<file path="config.mk">
export PLATFORM = sky130hd
export DESIGN_NAME = lvds_panel_sequencer_flat
export DESIGN_NICKNAME = d
export VERILOG_FILES = /design/src/rtl/lvds_pkg.sv /design/src/rtl/lvds_panel_sequencer_if.sv /design/src/rtl/lvds_bl_pwm.sv /design/src/rtl/lvds_panel_sequencer.sv /design/src/flat_wrapper.sv
export SDC_FILE = /design/constraint.sdc
export NUM_CORES = 1
export LEC_CHECK = 0
export CAP_MARGIN = 40
export CORE_MARGIN = 8
export CORE_UTILIZATION = 64
export DETAILED_ROUTE_END_ITERATION = 10
export PLACE_DENSITY = 0.95
export SLEW_MARGIN = 20
export SYNTH_ARGS = -nofsm -noshare
export SYNTH_HDL_FRONTEND = slang
export SYNTH_SLANG_ARGS = --single-unit
export TNS_END_PERCENT = 10
</file>
<file path="constraint.sdc">
create_clock -name clk -period 1.8 [get_ports clk]
set_clock_uncertainty 0.05 [all_clocks]
set_input_delay 0.18 -clock clk [delete_from_list [all_inputs] [get_ports clk]]
set_output_delay 0.18 -clock clk [all_outputs]
set_load 0.01 [all_outputs]
</file>
<file path="src/rtl/lvds_pkg.sv">
// Shared constants for the LVDS panel link: sequencer state encoding,
// default panel timing at the 72 MHz pixel clock, and panel geometry
// used by the timing generator.
package lvds_pkg;

    // Sequencer states; the encoding is visible on the state_o debug port.
    typedef enum logic [3:0] {
        ST_OFF        = 4'd0,
        ST_VDD_UP     = 4'd1,
        ST_VID_ARM    = 4'd2,
        ST_VID_UP     = 4'd3,
        ST_RUN        = 4'd4,
        ST_BL_DOWN    = 4'd5,
        ST_VID_DISARM = 4'd6,
        ST_VID_DOWN   = 4'd7,
        ST_COOL       = 4'd8
    } seq_state_e;

    // Panel datasheet timing, in 72 MHz pixel clocks.
    localparam int unsigned T_VDD_VID_DEF = 32'd1200000;   // T2, ~16.7 ms
    localparam int unsigned T_VID_BL_DEF  = 32'd14400000;  // T3, 200 ms
    localparam int unsigned T_BL_VID_DEF  = 32'd14400000;  // T4, 200 ms
    localparam int unsigned T_VID_VDD_DEF = 32'd1200000;   // T5, ~16.7 ms
    localparam int unsigned T_OFF_MIN_DEF = 32'd36000000;  // T7, 500 ms
    localparam int unsigned FRAME_TMO_DEF = 32'd2400000;   // ~2 frames
    localparam int unsigned DLY_W_DEF     = 32'd26;

    // Backlight PWM prescaler: 72 MHz / (281 * 256) ~ 1 kHz.
    localparam int unsigned PWM_DIV_DEF   = 32'd281;

    // Panel geometry (1366x768, horizontal blanking 50, vertical blanking 12).
    localparam int unsigned H_ACTIVE = 32'd1366;
    localparam int unsigned V_ACTIVE = 32'd768;
    localparam int unsigned H_BLANK  = 32'd50;
    localparam int unsigned V_BLANK  = 32'd12;
    localparam int unsigned H_TOTAL  = H_ACTIVE + H_BLANK;
    localparam int unsigned V_TOTAL  = V_ACTIVE + V_BLANK;

    // Counter preload for a dwell of t cycles; a dwell of 0 behaves as 1.
    function automatic int unsigned dly_load(input int unsigned t);
        return (t == 0) ? 32'd0 : t - 32'd1;
    endfunction

endpackage

</file>
<file path="src/rtl/lvds_panel_sequencer_if.sv">
// Control/status bundle between the panel sequencer and its host logic.
// bl_duty exists only when LVDS_PANEL_SEQ_BL_PWM_EN is defined.
interface lvds_panel_sequencer_if;
    logic       enable;
    logic       frame_start;
    logic       err_clr;
`ifdef LVDS_PANEL_SEQ_BL_PWM_EN
    logic [7:0] bl_duty;
`endif
    logic       panel_vdd_en;
    logic       video_en;
    logic       bl_en;
    logic       bl_pwm;
    logic       ready;
    logic       frame_err;
    logic [3:0] state_o;

    // Host side: issues requests, observes the panel enables.
    modport master (
        output enable, frame_start, err_clr,
`ifdef LVDS_PANEL_SEQ_BL_PWM_EN
        output bl_duty,
`endif
        input  panel_vdd_en, video_en, bl_en, bl_pwm, ready, frame_err, state_o
    );

    // Sequencer side.
    modport slave (
        input  enable, frame_start, err_clr,
`ifdef LVDS_PANEL_SEQ_BL_PWM_EN
        input  bl_duty,
`endif
        output panel_vdd_en, video_en, bl_en, bl_pwm, ready, frame_err, state_o
    );
endinterface

</file>
<file path="src/rtl/lvds_bl_pwm.sv">
// Backlight PWM: 8-bit phase stepped every PWM_DIV clocks. Duty is latched
// only at phase wrap so a period is never split between two duty values.
// bl_en_nxt is the sequencer's next-cycle backlight enable, so the
// registered PWM output falls on the same cycle as bl_en.
module lvds_bl_pwm #(
    parameter int unsigned PWM_DIV = 281
) (
    input  logic       clk,
    input  logic       rst_n,
    input  logic       bl_en_nxt,
    input  logic [7:0] bl_duty,
    output logic       bl_pwm
);
    localparam int unsigned DIV_N = (PWM_DIV == 0) ? 1 : PWM_DIV;
    localparam int unsigned DIV_W = (DIV_N < 2) ? 1 : $clog2(DIV_N);

    logic [DIV_W-1:0] div_q;
    logic [7:0]       phase_q;
    logic [7:0]       duty_q;
    logic             step;

    assign step = (div_q == DIV_W'(DIV_N - 1));

    // Prescaler, phase counter, duty latch and registered PWM output.
    always_ff @(posedge clk or negedge rst_n) begin
        if (!rst_n) begin
            div_q   <= '0;
            phase_q <= '0;
            duty_q  <= '0;
            bl_pwm  <= 1'b0;
        end else begin
            if (step) begin
                div_q   <= '0;
                phase_q <= phase_q + 8'd1;
                if (phase_q == 8'hff) duty_q <= bl_duty;
            end else begin
                div_q <= div_q + DIV_W'(1);
            end
            bl_pwm <= bl_en_nxt & (phase_q < duty_q);
        end
    end
endmodule

</file>
<file path="src/rtl/lvds_panel_sequencer.sv">
// LVDS panel power sequencer (pixel clock domain). Orders VDD, video and
// backlight per the panel T2..T7 timing and aligns video on/off to frame
// boundaries. Optional backlight PWM: define LVDS_PANEL_SEQ_BL_PWM_EN.
module lvds_panel_sequencer
    import lvds_pkg::*;
#(
    parameter int unsigned T_VDD_VID = T_VDD_VID_DEF,
    parameter int unsigned T_VID_BL  = T_VID_BL_DEF,
    parameter int unsigned T_BL_VID  = T_BL_VID_DEF,
    parameter int unsigned T_VID_VDD = T_VID_VDD_DEF,
    parameter int unsigned T_OFF_MIN = T_OFF_MIN_DEF,
    parameter int unsigned FRAME_TMO = FRAME_TMO_DEF,
    parameter int unsigned DLY_W     = DLY_W_DEF
`ifdef LVDS_PANEL_SEQ_BL_PWM_EN
    ,
    parameter int unsigned PWM_DIV   = PWM_DIV_DEF
`endif
) (
    input  logic                   clk,
    input  logic                   rst_n,
    lvds_panel_sequencer_if.slave  bus
);
    logic [1:0]       rst_sync_q;
    logic             rst_int_n;
    seq_state_e       state_q, state_d;
    logic [DLY_W-1:0] cnt_q, cnt_d;
    logic             dly_done;
    logic             tmo_set;
    logic             vdd_q, video_q, bl_q, frame_err_q;

    // Dwell preload for the state being entered.
    function automatic logic [DLY_W-1:0] load_for(input seq_state_e s);
        int unsigned t;
        case (s)
            ST_VDD_UP:     t = T_VDD_VID;
            ST_VID_ARM:    t = FRAME_TMO;
            ST_VID_UP:     t = T_VID_BL;
            ST_BL_DOWN:    t = T_BL_VID;
            ST_VID_DISARM: t = FRAME_TMO;
            ST_VID_DOWN:   t = T_VID_VDD;
            ST_COOL:       t = T_OFF_MIN;
            default:       t = 32'd1;
        endcase
        return DLY_W'(dly_load(t));
    endfunction

    // Reset asserts asynchronously and releases on a clock edge.
    always_ff @(posedge clk or negedge rst_n) begin
        if (!rst_n) rst_sync_q <= 2'b00;
        else        rst_sync_q <= {rst_sync_q[0], 1'b1};
    end
    assign rst_int_n = rst_sync_q[1];

    assign dly_done = (cnt_q == '0);

    // Next state; a power-off request during power-up still honours T4/T5.
    always_comb begin
        state_d = state_q;
        tmo_set = 1'b0;
        case (state_q)
            ST_OFF:
                if (bus.enable) state_d = ST_VDD_UP;
            ST_VDD_UP:
                if (!bus.enable)   state_d = ST_VID_DOWN;
                else if (dly_done) state_d = ST_VID_ARM;
            ST_VID_ARM:
                if (!bus.enable)          state_d = ST_VID_DOWN;
                else if (bus.frame_start) state_d = ST_VID_UP;
                else if (dly_done) begin
                    state_d = ST_VID_UP;
                    tmo_set = 1'b1;
                end
            ST_VID_UP:
                if (!bus.enable)   state_d = ST_BL_DOWN;
                else if (dly_done) state_d = ST_RUN;
            ST_RUN:
                if (!bus.enable) state_d = ST_BL_DOWN;
            ST_BL_DOWN:
                if (dly_done) state_d = ST_VID_DISARM;
            ST_VID_DISARM:
                if (bus.frame_start) state_d = ST_VID_DOWN;
                else if (dly_done) begin
                    state_d = ST_VID_DOWN;
                    tmo_set = 1'b1;
                end
            ST_VID_DOWN:
                if (dly_done) state_d = ST_COOL;
            ST_COOL:
                if (dly_done) state_d = ST_OFF;
            default:
                state_d = ST_OFF;
        endcase
    end

    // Dwell counter: preload on entry, count down to zero while in a state.
    always_comb begin
        cnt_d = cnt_q;
        if (state_d != state_q)  cnt_d = load_for(state_d);
        else if (cnt_q != '0)    cnt_d = cnt_q - DLY_W'(1);
    end

    // State, counter and registered outputs decoded from the next state.
    always_ff @(posedge clk or negedge rst_int_n) begin
        if (!rst_int_n) begin
            state_q     <= ST_OFF;
            cnt_q       <= '0;
            vdd_q       <= 1'b0;
            video_q     <= 1'b0;
            bl_q        <= 1'b0;
            frame_err_q <= 1'b0;
        end else begin
            state_q <= state_d;
            cnt_q   <= cnt_d;
            vdd_q   <= (state_d inside {ST_VDD_UP, ST_VID_ARM, ST_VID_UP, ST_RUN,
                                        ST_BL_DOWN, ST_VID_DISARM, ST_VID_DOWN});
            video_q <= (state_d inside {ST_VID_UP, ST_RUN, ST_BL_DOWN, ST_VID_DISARM});
            bl_q    <= (state_d == ST_RUN);
            if (tmo_set)          frame_err_q <= 1'b1;
            else if (bus.err_clr) frame_err_q <= 1'b0;
        end
    end

    assign bus.panel_vdd_en = vdd_q;
    assign bus.video_en     = video_q;
    assign bus.bl_en        = bl_q;
    assign bus.ready        = bl_q;
    assign bus.frame_err    = frame_err_q;
    assign bus.state_o      = state_q;

`ifdef LVDS_PANEL_SEQ_BL_PWM_EN
    lvds_bl_pwm #(
        .PWM_DIV (PWM_DIV)
    ) u_bl_pwm (
        .clk       (clk),
        .rst_n     (rst_int_n),
        .bl_en_nxt (state_d == ST_RUN),
        .bl_duty   (bus.bl_duty),
        .bl_pwm    (bus.bl_pwm)
    );
`else
    assign bus.bl_pwm = bl_q;
`endif
endmodule

</file>
<file path="src/flat_wrapper.sv">
// flat-port wrapper written by rule: the top's interface ports become plain ports
module lvds_panel_sequencer_flat import lvds_pkg::*;
#(
    parameter int unsigned T_VDD_VID = T_VDD_VID_DEF,
    parameter int unsigned T_VID_BL  = T_VID_BL_DEF,
    parameter int unsigned T_BL_VID  = T_BL_VID_DEF,
    parameter int unsigned T_VID_VDD = T_VID_VDD_DEF,
    parameter int unsigned T_OFF_MIN = T_OFF_MIN_DEF,
    parameter int unsigned FRAME_TMO = FRAME_TMO_DEF,
    parameter int unsigned DLY_W     = DLY_W_DEF

)
  (clk, rst_n, bus_enable, bus_frame_start, bus_err_clr, bus_panel_vdd_en, bus_video_en, bus_bl_en, bus_bl_pwm, bus_ready, bus_frame_err, bus_state_o);
  lvds_panel_sequencer_if bus_i ();
  input  logic clk;
  input  logic rst_n;
  input wire logic [$bits(bus_i.enable)-1:0] bus_enable;
  input wire logic [$bits(bus_i.frame_start)-1:0] bus_frame_start;
  input wire logic [$bits(bus_i.err_clr)-1:0] bus_err_clr;
  output wire logic [$bits(bus_i.panel_vdd_en)-1:0] bus_panel_vdd_en;
  output wire logic [$bits(bus_i.video_en)-1:0] bus_video_en;
  output wire logic [$bits(bus_i.bl_en)-1:0] bus_bl_en;
  output wire logic [$bits(bus_i.bl_pwm)-1:0] bus_bl_pwm;
  output wire logic [$bits(bus_i.ready)-1:0] bus_ready;
  output wire logic [$bits(bus_i.frame_err)-1:0] bus_frame_err;
  output wire logic [$bits(bus_i.state_o)-1:0] bus_state_o;
  assign bus_i.enable = bus_enable;
  assign bus_i.frame_start = bus_frame_start;
  assign bus_i.err_clr = bus_err_clr;
  assign bus_panel_vdd_en = bus_i.panel_vdd_en;
  assign bus_video_en = bus_i.video_en;
  assign bus_bl_en = bus_i.bl_en;
  assign bus_bl_pwm = bus_i.bl_pwm;
  assign bus_ready = bus_i.ready;
  assign bus_frame_err = bus_i.frame_err;
  assign bus_state_o = bus_i.state_o;
  lvds_panel_sequencer #(.T_VDD_VID(T_VDD_VID), .T_VID_BL(T_VID_BL), .T_BL_VID(T_BL_VID), .T_VID_VDD(T_VID_VDD), .T_OFF_MIN(T_OFF_MIN), .FRAME_TMO(FRAME_TMO), .DLY_W(DLY_W)) u_core (.clk(clk), .rst_n(rst_n), .bus(bus_i));
endmodule
</file>
==> results.yml, run 1 <==
placed_design:
  gp_congestion: 0.9583
  place_area_um2: 3164
  io_buffers: 14
  pre_cts_ws_ns: -0.7536
  dp_cells: 389
  dp_hpwl_um: 5657
floorplan:
  core.rowCount: 22
  die-height_um: 76.82
  ios: 15
  start_util_pct: 65.65
  die_w_um: 76.82
synth:
  synth_area_leaders: "dfrtp_1, xnor2_1, o21ai_0"
  synth_area_um2: 2367
  synthXorXnorAreaFrac_pct: 8.510
  synth_flop_cell: "dfrtp_1"
  synth_compound_area_share_pct: 18.29
  yosys.area_share.adder_pct: 0.5285
  synth-async-reset-ratio_pct: 100.0
  synthTopCellsByCount: "dfrtp_1, nor2_1, o21ai_0"
  synth_seq_area_share_pct: 38.05
  synth_mux_area_share_pct: 0.8457
  post-synth-top-count-cell: "dfrtp_1"
  synth_edf_count: 0
  synth_fp_nets: 261
  postSynthAreaPerCell_um2: 9.283
  synth_cells: 255
  synthSimpleGateAreaFrac_pct: 27.70
  yosysWarnings: 0
  synth.distinct_cells: 67
  synth_top_area_cell: "dfrtp_1"
  synth_top_family_by_area: "simple AND/OR/NAND/NOR gates"
  ys_ff_latch: 36
  synth_top_cell_area_share_pct: 38.05
clocking:
  cts_buffers: 5
  cts.sinks: 36
  cts_buffer_depth: 2
  cts_max_level: 2
  cts-root-buf: "clkbuf_8"
status:
  stop_error: "[ERROR DPL-0038] Utilization greater than 100%, impossible to legalize"
  flow.stopped_at: "global routing (5_1_grt)"
  status: "did not finish"
global_route:
  grt_max_degree: 35
sta:
  worst-ep-kind: "register data pin"
  postGrtWorstEndpoint: "u_core.cnt_q[12]$_DFFE_PN0P_/D"
## what timing repair did
| item | 4_1_cts |
|---|---|
| pin swaps | 14 |
| setup buffers | 5 |
| cloned | 0 |
| hold endpoints to repair | 2 |
| gates resized for setup | 30 |
| hold buffers | 1 |
| endpoints found under the setup margin | 34 |
## stage by stage
stage	utilization, %	hold WS, ns
after floorplan	-	-0.1656
after global placement	87.75	0.2218
after detailed placement	87.75	0.2467
after CTS	94.97	0.2508
## kinds of logic after synthesis
logic type	Yosys count
other	1
XOR/XNOR	23
AND/OR/NAND/NOR	107
flip-flops	36
AO/OA/AOI/OAI	63
buffers and inverters	22
adder cells (fa/ha/maj)	1
multiplexers	2
==> run 2, diff against run 1 <==
--- a/config.mk
+++ b/config.mk
@@ -7,9 +7,9 @@
 export LEC_CHECK = 0
 export CAP_MARGIN = 40
 export CORE_MARGIN = 8
-export CORE_UTILIZATION = 64
+export CORE_UTILIZATION = 40
 export DETAILED_ROUTE_END_ITERATION = 10
-export PLACE_DENSITY = 0.95
+export PLACE_DENSITY_LB_ADDON = 0.15
 export SLEW_MARGIN = 20
 export SYNTH_ARGS = -nofsm -noshare
 export SYNTH_HDL_FRONTEND = slang
==> run 2 against run 1 <==
Net effect: the flow now finishes, with violations (negative setup slack); synthesized cell count did not move; synthesized area unchanged.
==> results.yml, run 2 <==
status:
  status: "finished, violations left"
  violations: "negative setup slack"
synth:
  yosysWarnings: 0
  synthSimpleGateAreaFrac_pct: 27.70
  synth_top_cell_area_share_pct: 38.05
  synth-async-reset-ratio_pct: 100.0
  synth_flop_cell: "dfrtp_1"
  synth_cells: 255
  synth_top_area_cell: "dfrtp_1"
  synthTopCellsByCount: "dfrtp_1, nor2_1, o21ai_0"
  synth_mux_area_share_pct: 0.8457
  synth_edf_count: 0
  post-synth-top-count-cell: "dfrtp_1"
  synth.distinct_cells: 67
  synth_seq_area_share_pct: 38.05
  synth_area_leaders: "dfrtp_1, xnor2_1, o21ai_0"
  synth_compound_area_share_pct: 18.29
  yosys.area_share.adder_pct: 0.5285
  postSynthAreaPerCell_um2: 9.283
  synth_top_family_by_area: "simple AND/OR/NAND/NOR gates"
  ys_ff_latch: 36
  synth_area_um2: 2367
  synthXorXnorAreaFrac_pct: 8.510
  synth_fp_nets: 261
floorplan:
  die_w_um: 92.93
  die_area_um2: 8636
  core.rowCount: 28
  start_util_pct: 40.71
  core_area_um2: 5816
  ios: 15
  die-height_um: 92.93
detailed_routing:
  drcViolationCount: 0
  dr_total_vias: 2291
  drt_iter0_drc: 90
  drt-total-wl_um: 6942
  drtPass1Iterations: 4
  routedWlPerCell_um: 16.33
  routed_via_density: 5.391
  final_antenna_net_count: 0
setup_path:
  start_kind: "register"
  cpPeakStageDelay_ns: 0.61
  crit_path_top_delay_cell: "or4_4"
  endpoint_kind: "register"
  worstPathArrival_ns: 2.64
  path_max_fanout: 4
  crit_type: "reg -> reg"
  cp_cell_sequence: "inv_2, ha_4, nor4b_4, nand4_1, or4_4, a311oi_4, a2bb2oi_1, a22o_1"
  crit_family: "simple AND/OR/NAND/NOR gates"
  worst-path-buf-inv: 1
  crit_required_ns: 1.94
sta:
  rsz0062_at_grt: "true"
  final.setup.worst_slack_ns: -0.6999
  slew_headroom_pct: 60.32
  timing.fmax_mhz: 400.0
  worst_pin_slew_ns: 0.5943
  hold_violations: 0
  setup_viol: 34
  fin_crit_sh_pct: 138.9
  min_period_ns: 2.500
  drv_slew: 0
placed_design:
  pre_cts_ws_ns: -0.7158
  dp_cells: 411
  io_buffers: 14
  dp_hpwl_um: 5345
  gp_congestion: 0.8283
global_route:
  gr-total-overflow: 0
  grt_max_degree: 25
  grt_pass1_vias: 2279
  grt_usage_pct: 16.43
  antenna_found_initial: 0
  grt_pass1_wl_um: 11160
clocking:
  cts_max_level: 2
  cts.clk_slew.worst_paths_ns: 0.07
  cts_buffer_depth: 2
  cts.sinks: 36
  cts_buffers: 5
  cts-root-buf: "clkbuf_8"
  cts_tree: "built"
  clkLatencyLatePin_ns: 0.30
job:
  maxCapViolCount: 0
cells_and_area:
  layout-drive-gt1-share_pct: 38.86
  syn2layout_area_growth_pct: 43.55
  stdcell_count: 425
  layout_commonest_cell: "buf_4"
  top_register: "u_core.cnt_q"
  layout_common_cells: "buf_4, dfrtp_1, nor2_1"
  nFillCells: 529
  nets: 355
  antennaDiodeCount: 0
  largest_reg_flops: 26
power:
  p_leak_uw: 0.001382
  powerDensity_nw_per_um2: 1048
  vdd_drop_max_v: 0.0006345
worst_hold_path:
  hold_path.class: "reg -> async"
-- run 2: cell families after synthesis --
group,Yosys count
fa+ha+maj,1
flops,36
buf+inv,22
mux,2
simple gates,107
xor+xnor,23
compound gates,63
other cells,1
-- run 2: repair_timing --
action                                  4_1_cts  5_1_grt
endpoints found under the hold margin         2        0
pin swaps                                     5        3
buffers inserted                              1        4
resized for setup                            11       19
endpoints found under the setup margin       34       34
hold buffers                                  1        0
-- run 2: through the flow --
step	util (%)	instance area, um2	power [uW]	TNS (ns)	hold slack [ns]
finish	58.43	3398	3561	-16.23	0.1557
global route	58.43	3398	3780	-19.00	0.2110
global placement	54.35	3161	2849	-17.78	0.1657
detailed placement	54.35	3161	2877	-18.66	0.1671
floorplan	-	2416	2122	-11.74	-0.1656
CTS	56.95	3312	3521	-17.59	0.1745
-- run 2: worst reg2reg max path, delay by kind of cell, from the launching register on --
family	cells	cell delay [ns]
adders and majority gates	1	0.13
AOI/OAI and AO/OA	3	0.69
buffers and inverters	1	0.08
DFF	1	0.39
and+or+nand+nor	3	1.07
-- run 2: layout make-up --
| type | instances | area (um2) | share of cell area [%] |
|---|---|---|---|
| well taps | 75 | 93.84 | 2.761 |
| clock buffers | 7 | 86.33 | 2.541 |
| multi-input cells | 197 | 1465 | 43.12 |
| clock inverters | 1 | 7.507 | 0.2209 |
| flip-flops and latches | 36 | 900.9 | 26.51 |
| inverters | 8 | 32.53 | 0.9573 |
| repair buffers | 101 | 812.0 | 23.90 |
-- run 2: where the power goes --
group	internal (uW)	leakage [uW]	switching, uW	total, uW
clock network	311	0.0000445	313	624
logic	904	0.000908	758	1660
registers	1050	0.000429	221	1280
total	2270	0.00138	1290	3560
-- run 2: metal layers --
layer  up-vias  part of all wire (%)  global-route usage (%)
met5         -                     0                       0
met4         0                   1.5                   5.772
met3         8                   3.8                   3.317
met2        47                    48                   26.09
met1      1126                    47                   21.58
li1       1110                     -                       -
-- run 2: final timing paths --
check                                  endpoint  cells after the start  slack [ns]                 start
hold / removal                 u_core.cnt_q[18]                      0        0.16  u_core.rst_sync_q[1]
hold reg to reg                u_core.cnt_q[18]                      0        0.16  u_core.rst_sync_q[1]
min in group clk           u_core.rst_sync_q[1]                      0        0.32  u_core.rst_sync_q[0]
setup reg to reg                u_core.cnt_q[7]                      8       -0.70       u_core.cnt_q[0]
setup / recovery                u_core.cnt_q[7]                      8       -0.70       u_core.cnt_q[0]
max in group asynchronous       u_core.cnt_q[3]                      1        1.04  u_core.rst_sync_q[1]
No activity file was read; power rests on OpenSTA's default activity.
==> run 3, diff against run 2 <==
--- a/config.mk
+++ b/config.mk
@@ -5,6 +5,7 @@
 export SDC_FILE = /design/constraint.sdc
 export NUM_CORES = 1
 export LEC_CHECK = 0
+export ABC_AREA = 0
 export CAP_MARGIN = 40
 export CORE_MARGIN = 8
 export CORE_UTILIZATION = 40
==> constraint.sdc (replaced) <==
create_clock -name clk -period 1.8 [get_ports clk]
set_clock_uncertainty 0.05 [all_clocks]
set_input_delay 0.36 -clock clk [delete_from_list [all_inputs] [get_ports clk]]
set_output_delay 0.36 -clock clk [all_outputs]
set_load 0.01 [all_outputs]
==> run 3 against run 2 <==
Net effect: the flow still finishes with violations (negative setup slack); critical path depth stayed put; register-to-register slack better by 0.09 ns; die area is the same; utilization up 0.93 points; critical endpoint unchanged.
==> results.yml, run 3 (synthesized netlist as in run 2, its figures left out) <==
floorplan:
  die_area_um2: 8636
  start_util_pct: 40.71
  core.rowCount: 28
  die-height_um: 92.93
  ios: 15
  core_area_um2: 5816
  die_w_um: 92.93
detailed_routing:
  routed_via_density: 5.343
  drtPass1Iterations: 4
  dr_total_vias: 2287
  drt_iter0_drc: 97
  drt-total-wl_um: 6794
  highest_layer: "met4"
  wl_met2_um: 3252
  routedWlPerCell_um: 15.87
  final_antenna_net_count: 0
  wl_met1_um: 3130
  drcViolationCount: 0
  wl_met3_um: 351
status:
  status: "finished, violations left"
  violations: "negative setup slack"
setup_path:
  crit_required_ns: 1.94
  start_kind: "register"
  startpoint: "u_core.cnt_q[0]"
  r2r_start: "u_core.cnt_q[0]"
  endpoint_kind: "register"
  crit_type: "reg -> reg"
  r2r_cells: 8
  cpPeakStageDelay_ns: 0.62
  worstPathArrival_ns: 2.55
  worst-path-buf-inv: 1
  path_max_fanout: 4
  cp.depth: 8
  crit_family: "simple AND/OR/NAND/NOR gates"
  cp_cell_sequence: "inv_2, ha_4, nor4b_4, nand4_1, or4_4, a311oi_4, a2bb2oi_1, a22o_1"
  crit_path_top_delay_cell: "or4_4"
cells_and_area:
  layout-drive-gt1-share_pct: 41.36
  layout_common_cells: "buf_4, dfrtp_1, nor2_1"
  stdcell_count: 428
  layout_commonest_cell: "buf_4"
  syn2layout_area_growth_pct: 45.82
  post-route-util_pct: 59.36
  antennaDiodeCount: 0
  fin_area_um2: 3452
  largest_reg_flops: 26
  top_register: "u_core.cnt_q"
  nets: 358
sta:
  final.setup.worst_slack_ns: -0.6051
  setup_viol: 34
  fin_crit_sh_pct: 133.6
  min_period_ns: 2.405
  rsz0062_at_grt: "true"
  hold_violations: 0
  timing.fmax_mhz: 415.8
  hold_slack_ns: 0.1603
  drv_slew: 0
placed_design:
  io_buffers: 14
  dp_hpwl_um: 5133
  gp_congestion: 0.8556
  place_area_um2: 3183
  pre_cts_ws_ns: -0.8536
  dp_cells: 414
power:
  powerDensity_nw_per_um2: 1025
  p_leak_uw: 0.001422
  vdd_drop_max_v: 0.0006705
clocking:
  cts.clk_slew.worst_paths_ns: 0.08
  cts_hold_buf: 0
  cts_buffer_depth: 2
  cts-root-buf: "clkbuf_8"
  clkLatencyLatePin_ns: 0.30
  cts_tree: "built"
  cts.sinks: 36
  cts_buffers: 5
  cts_max_level: 2
global_route:
  gr-total-overflow: 0
  antenna_found_initial: 0
  grt_usage_pct: 16.35
  grt_pass1_vias: 2234
  grt_max_degree: 20
  grt_pass1_wl_um: 11170
job:
  maxCapViolCount: 0
worst_hold_path:
  hold_path.class: "reg -> async"
-- run 3: layout make-up --
| class | instances | area, um2 |
|---|---|---|
| Clock buffer | 5 | 68.82 |
| Clock inverter | 3 | 23.77 |
| Fill cell | 528 | 2364 |
| Inverter | 8 | 32.53 |
| Multi-Input combinational cell | 197 | 1496 |
| Sequential cell | 36 | 900.9 |
| Tap cell | 75 | 93.84 |
| Timing Repair Buffer | 104 | 835.8 |
-- run 3: metal layers --
metal | global-route usage, % | up-vias
li1 | - | 1127
met1 | 21.64 | 1105
met2 | 27.22 | 50
met3 | 2.508 | 5
met4 | 3.758 | 0
met5 | 0 | -
-- run 3: stage by stage --
| step | TNS (ns) | total power [uW] |
|---|---|---|
| 2_1_floorplan | -11.94 | 2122 |
| 3_3_place_gp | -19.94 | 2851 |
| 3_5_place_dp | -20.65 | 2880 |
| 4_1_cts | -14.24 | 3561 |
| 5_1_grt | -18.07 | 3778 |
| 6_report | -14.15 | 3539 |
-- run 3: worst paths after layout --
check | endpoint | slack, ns
max in group asynchronous | u_core.cnt_q[0] | 1.29
hold / removal | u_core.cnt_q[17] | 0.16
hold reg to reg | u_core.cnt_q[17] | 0.16
setup reg to reg | u_core.cnt_q[7] | -0.61
setup / recovery | u_core.cnt_q[7] | -0.61
min in group clk | u_core.rst_sync_q[1] | 0.31
-- run 3: where the power goes --
| part | switching [uW] | internal (uW) | leakage [uW] |
|---|---|---|---|
| Clock | 329 | 274 | 0.0000404 |
| Combinational | 740 | 924 | 0.000952 |
| Sequential | 218 | 1050 | 0.000429 |
-- run 3: timing repair --
item	in CTS	in global routing
pin swaps	13	6
buffers inserted	6	0
endpoints found under the setup margin	38	35
gates resized for setup	40	3
